[config.mk]
export PLATFORM = sky130hd
export DESIGN_NAME = tdc_sensor_ctrl
export DESIGN_NICKNAME = d
export VERILOG_FILES = /design/src/rtl/tdc_pkg.sv /design/src/rtl/tdc_tap.sv /design/src/rtl/tdc_sensor_ctrl.sv
export SDC_FILE = /design/constraint.sdc
export NUM_CORES = 1
export LEC_CHECK = 0
export ABC_AREA = 1
export BUFFER_PORTS_ARGS = -buffer_cell sky130_fd_sc_hd__buf_2
export CORE_MARGIN = 2
export CORE_UTILIZATION = 50
export CTS_BUF_LIST = sky130_fd_sc_hd__clkbuf_8
export CTS_CLUSTER_DIAMETER = 120
export CTS_CLUSTER_SIZE = 24
export DETAILED_ROUTE_END_ITERATION = 12
export PLACE_DENSITY = 0.69
export SYNTH_ARGS = -nofsm -noshare
export SYNTH_HDL_FRONTEND = slang
export SYNTH_SLANG_ARGS = --single-unit
export TNS_END_PERCENT = 30
[constraint.sdc]
create_clock -name clk -period 12.8 [get_ports clk]
set_clock_uncertainty 0.15 [all_clocks]
set_input_delay 2.56 -clock clk [delete_from_list [all_inputs] [get_ports clk]]
set_output_delay 2.56 -clock clk [all_outputs]
set_load 0.05 [all_outputs]
[src/rtl/tdc_pkg.sv]
// Shared types and helpers for the TDC delay sensor: FSM state encoding,
// a constant-safe width helper and the default inverter count per tap.
package tdc_pkg;

    localparam int INV_PER_TAP_DEF = 12;

    typedef enum logic [2:0] {
        ST_IDLE   = 3'd0,
        ST_LAUNCH = 3'd1,
        ST_CAPT   = 3'd2,
        ST_SYNC   = 3'd3,
        ST_ENC    = 3'd4,
        ST_ACC    = 3'd5,
        ST_DONE   = 3'd6
    } tdc_state_e;

    // Bits needed to hold values 0..value-1; never returns less than 1.
    function automatic int tdc_clog2(input int value);
        int w;
        w = 1;
        while ((1 << w) < value) begin
            w++;
        end
        return w;
    endfunction

endpackage

[src/rtl/tdc_tap.sv]
// One delay tap: an even-length chain of kept inverters, so q follows a
// with identical polarity after INV_PER_TAP gate delays.
module tdc_tap
    import tdc_pkg::*;
#(
    parameter int INV_PER_TAP = INV_PER_TAP_DEF
) (
    input  logic a,
    output logic q
);

    (* keep = "true" *) logic [INV_PER_TAP:0] node_w;

    assign node_w[0] = a;

    for (genvar i = 0; i < INV_PER_TAP; i++) begin : g_cinv
        assign node_w[i+1] = ~node_w[i];
    end

    assign q = node_w[INV_PER_TAP];

endmodule

[src/rtl/tdc_sensor_ctrl.sv]
// Self-timed TDC delay sensor: launch flop into a kept delay line, one-period
// capture, resync, bubble-tolerant encoder and 2^k sample averaging.
//
// state  | meaning
// IDLE   | waiting for en & start
// LAUNCH | toggle launch flop, record new polarity
// CAPT   | sample tap outputs one clk after the launch edge
// SYNC   | second resync stage
// ENC    | polarity-normalise and encode first-zero index
// ACC    | accumulate count, update range flags and sample counter
// DONE   | publish averaged result, restart or return to IDLE
module tdc_sensor_ctrl
    import tdc_pkg::*;
#(
    parameter  int N_TAPS       = 32,
    parameter  int INV_PER_TAP  = INV_PER_TAP_DEF,
    parameter  int AVG_MAX_LOG2 = 4,
    localparam int CNT_W        = tdc_clog2(N_TAPS + 1),
    localparam int SUM_W        = CNT_W + AVG_MAX_LOG2,
    localparam int AVG_W        = tdc_clog2(AVG_MAX_LOG2 + 1)
) (
    input  logic              clk,
    input  logic              rst_n,
    input  logic              en,
    input  logic              start,
    input  logic              cfg_cont,
    input  logic [AVG_W-1:0]  cfg_avg,
    output logic              busy,
    output logic [CNT_W-1:0]  result,
    output logic              result_valid,
    output logic [N_TAPS-1:0] raw_snap,
    output logic              ovf,
    output logic              unf
);

    localparam int SMP_W = AVG_MAX_LOG2 + 1;

    tdc_state_e        state_q;
    logic              launch_q;
    logic              pol_q;
    logic [N_TAPS-1:0] snap1_q;
    logic [N_TAPS-1:0] snap2_q;
    logic [N_TAPS-1:0] raw_snap_q;
    logic [CNT_W-1:0]  cnt_q;
    logic [SUM_W-1:0]  acc_q;
    logic [SMP_W-1:0]  smp_q;
    logic [AVG_W-1:0]  k_q;
    logic [CNT_W-1:0]  result_q;
    logic              result_valid_q;
    logic              busy_q;
    logic              ovf_q;
    logic              unf_q;

    logic [N_TAPS-1:0] norm_w;
    logic [CNT_W-1:0]  cnt_d;
    logic [AVG_W-1:0]  k_in_w;
    logic [SMP_W-1:0]  smp_d;
    logic              last_smp_w;

    // Delay line: every tap output carries the launch polarity once reached.
    (* keep = "true" *) logic [N_TAPS:0]   chain_w;
    (* keep = "true" *) logic [N_TAPS-1:0] tap_w;

    assign chain_w[0] = launch_q;

    for (genvar t = 0; t < N_TAPS; t++) begin : g_tap
        (* keep = "true" *) tdc_tap #(
            .INV_PER_TAP(INV_PER_TAP)
        ) u_tap (
            .a(chain_w[t]),
            .q(chain_w[t+1])
        );
    end

    assign tap_w = chain_w[N_TAPS:1];

    assign k_in_w = (cfg_avg > AVG_W'(AVG_MAX_LOG2)) ? AVG_W'(AVG_MAX_LOG2) : cfg_avg;

    assign smp_d      = smp_q + SMP_W'(1);
    assign last_smp_w = (smp_d == (SMP_W'(1) << k_q));

    // First zero from bit 0 wins, so bubbles higher up the line are ignored.
    always_comb begin
        norm_w = pol_q ? snap2_q : ~snap2_q;
        cnt_d  = CNT_W'(N_TAPS);
        for (int i = N_TAPS - 1; i >= 0; i--) begin
            if (!norm_w[i]) begin
                cnt_d = CNT_W'(i);
            end
        end
    end

    always_ff @(posedge clk or negedge rst_n) begin
        if (!rst_n) begin
            state_q        <= ST_IDLE;
            launch_q       <= 1'b0;
            pol_q          <= 1'b0;
            snap1_q        <= '0;
            snap2_q        <= '0;
            raw_snap_q     <= '0;
            cnt_q          <= '0;
            acc_q          <= '0;
            smp_q          <= '0;
            k_q            <= '0;
            result_q       <= '0;
            result_valid_q <= 1'b0;
            busy_q         <= 1'b0;
            ovf_q          <= 1'b0;
            unf_q          <= 1'b0;
        end else begin
            result_valid_q <= 1'b0;
            if (!en) begin
                state_q <= ST_IDLE;
                busy_q  <= 1'b0;
            end else begin
                case (state_q)
                    ST_IDLE: begin
                        if (start) begin
                            state_q <= ST_LAUNCH;
                            busy_q  <= 1'b1;
                            acc_q   <= '0;
                            smp_q   <= '0;
                            ovf_q   <= 1'b0;
                            unf_q   <= 1'b0;
                            k_q     <= k_in_w;
                        end
                    end
                    ST_LAUNCH: begin
                        launch_q <= ~launch_q;
                        pol_q    <= ~launch_q;
                        state_q  <= ST_CAPT;
                    end
                    ST_CAPT: begin
                        snap1_q <= tap_w;
                        state_q <= ST_SYNC;
                    end
                    ST_SYNC: begin
                        snap2_q <= snap1_q;
                        state_q <= ST_ENC;
                    end
                    ST_ENC: begin
                        raw_snap_q <= norm_w;
                        cnt_q      <= cnt_d;
                        state_q    <= ST_ACC;
                    end
                    ST_ACC: begin
                        acc_q   <= acc_q + SUM_W'(cnt_q);
                        ovf_q   <= ovf_q | (cnt_q == CNT_W'(N_TAPS));
                        unf_q   <= unf_q | (cnt_q == '0);
                        smp_q   <= smp_d;
                        state_q <= last_smp_w ? ST_DONE : ST_LAUNCH;
                    end
                    ST_DONE: begin
                        result_q       <= CNT_W'(acc_q >> k_q);
                        result_valid_q <= 1'b1;
                        if (cfg_cont) begin
                            state_q <= ST_LAUNCH;
                            acc_q   <= '0;
                            smp_q   <= '0;
                            ovf_q   <= 1'b0;
                            unf_q   <= 1'b0;
                            k_q     <= k_in_w;
                        end else begin
                            state_q <= ST_IDLE;
                            busy_q  <= 1'b0;
                        end
                    end
                    default: begin
                        state_q <= ST_IDLE;
                        busy_q  <= 1'b0;
                    end
                endcase
            end
        end
    end

    assign busy         = busy_q;
    assign result       = result_q;
    assign result_valid = result_valid_q;
    assign raw_snap     = raw_snap_q;
    assign ovf          = ovf_q;
    assign unf          = unf_q;

endmodule

==> results.cfg <==
[run_status]
run_status = complete, no violations

[drt]
wirelength_um = 3660
ant_nets = 0
first_pass_iters = 4
wl_per_cell_um = 11.4
vias = 1588
drc = 0
viasPerCell = 4.95
drt_iter0_markers = 104

[cts]
cts_root_buf = clkbuf_8
cts_tree = yes
cts_setup_buffers = 0
insertion_delay_ps = 280
cts_htree_levels = 2
cts_resized = 0
postCtsHoldBufs = 0
numCtsBuffers = 5
clk_path_buf_depth = 2
clkSinkCount = 30
clkTransAtPathRegs_ps = 70

[timing]
rsz0062_at_grt = no
setup-tns-final_ps = 0
layout_setup_ws_ps = 8640
max_slew_margin = 0.547
setup_viol = 0
period_needed_ps = 4160
fin_crit_sh = 0.325
tightest_slew_ps = 679
fmax_mhz = 240
hold_violations = 0
slew_viol_final = 0

[pwr]
p_leak_nw = 1.11
seq_power_share = 0.262
internal_power_w = 0.000219
switching_share = 0.560
ir_drop_mv = 0.106
power_switching_w = 0.000278
clockPowerShare = 0.189
cellPowerDensity_mw_per_mm2 = 231
combinationalPowerShare = 0.549

[worst_setup_path]
required_ps = 10090
cp-end-kind = primary output
critical_path.top_delay_family = flip-flops
worst-setup-path-type = flip-flop to primary output
crit_fanout = 35
cp_num_buf_inv = 1
cp_slowest_cell = dfrtp_1
path_cells = buf_2
max_stage_delay_ps = 780
cp.arrival_ps = 1450
crit_path_start_kind = flip-flop

[floorplanning]
die_area_sq_mm = 0.00450
chipWidth_um = 67.1
start_util = 0.532
io-pin-count = 50
die_y_um = 67.1
num_rows = 22
core_sq_mm = 0.00374

[grt]
antenna_found_initial = 0
grt.overflow.total = 0
grt_start_max_net_pins = 36
grt_pass1_vias = 1401
grt_pass1_wl_um = 6330
grtUsageTotal = 0.186

[place]
place_congestion = 0.869
place_area_sq_mm = 0.00204
place_ws_ps = 8900
port_buffers = 49
dpl.hpwl_um = 2800
dp.cells = 313

[cells_and_area]
finalNonFillerCells = 321
post-route-cell-area_sq_mm = 0.00215
area_growth_pct = 8.10
drive_above_1_share = 0.278
fillCellCount = 376
diodes = 0
nets = 283

[synthesis]
yosys_warnings = 0
syn_area_per_cell_sq_um = 7.97
syn_nets = 261
synthCells = 250
syn-cell-area_sq_mm = 0.00199

[job]
maxCapViolCount = 0

[worst_hold_path]
hp-class = flip-flop to flip-flop
-- sequential cells by signal, summed over array words and instances, names as in the netlist --
register,cells
acc_q,5
ovf,1
unf,1
k_q,3
result_valid,1
smp_q,5
result,6
state_q,3
snap2_q,1
raw_snap,1
pol_q,1
snap1_q,1
busy,1
-- final cells by class --
class	instances	area, sq um	share of cell area
clock buffers	5	68.8	0.0320
clock inverters	3	41.3	0.0192
inverters	29	109	0.0506
multi-input cells	157	878	0.408
flip-flops and latches	30	751	0.349
well taps	48	60.1	0.0279
repair buffers	49	245	0.114
-- path summary, 6_finish.rpt --
path	start	endpoint	slack, ps	cells after the start
min	unf$_DFFE_PN0P_	unf$_DFFE_PN0P_	330	1
max reg2reg	raw_snap[30]$_DFFE_PN0P_	acc_q[9]$_DFFE_PN0P_	10840	5
min in group asynchronous	rst_n	result[1]$_DFFE_PN0P_	2160	1
max in group asynchronous	rst_n	unf$_DFFE_PN0P_	9900	1
max	raw_snap[30]$_DFFE_PN0P_	raw_snap[22]	8640	1
min reg2reg	unf$_DFFE_PN0P_	unf$_DFFE_PN0P_	330	1
-- power by group through the flow --
stage | combinational (W) | clock, W | sequential, W
floorplan | 0.000258 | 0 | 0.000151
global placement | 0.000273 | 0 | 0.000131
detailed placement | 0.000274 | 0 | 0.000132
CTS | 0.000274 | 0.0000958 | 0.000131
global route | 0.000290 | 0.000100 | 0.000135
finish | 0.000273 | 0.0000939 | 0.000130
-- cell usage in the layout (no fill, tap or decap) --
master	n
xnor2_1	1
xor2_1	4
nand4_1	4
nand2_1	51
clkinvlp_4	1
nand2_2	5
o21ai_0	18
nand3_1	24
nor2_4	2
nor3_1	1
a211oi_1	1
o2111ai_1	1
and2_1	1
or2_2	1
o211ai_1	1
nand2_4	2
clkinv_1	1
inv_1	26
o31ai_1	4
a2bb2oi_1	1
o21a_1	3
clkbuf_8	5
ha_1	3
dfrtp_1	30
o22a_1	1
bufinv_16	1
nor2_8	2
inv_2	3
a22oi_1	1
mux2_2	1
nor3_4	1
o22ai_1	2
nor2_2	3
buf_2	49
a21oi_1	7
nor2_1	11
-- routing by layer --
metal | global-route usage | wire [um]
met5 | 0 | 0
met4 | 0.0612 | 61
met3 | 0.0405 | 172
met2 | 0.293 | 1680
met1 | 0.254 | 1750
-- metrics by stage --
| stage | hold WS (ps) | util | total power [W] |
|---|---|---|---|
| floorplan | 298 | - | 0.000409 |
| global placement | 314 | 0.546 | 0.000404 |
| detailed placement | 323 | 0.546 | 0.000406 |
| CTS | 339 | 0.575 | 0.000501 |
| global route | 357 | 0.575 | 0.000525 |
| finish | 331 | 0.575 | 0.000496 |
No activity file was read; power rests on OpenSTA's default activity.
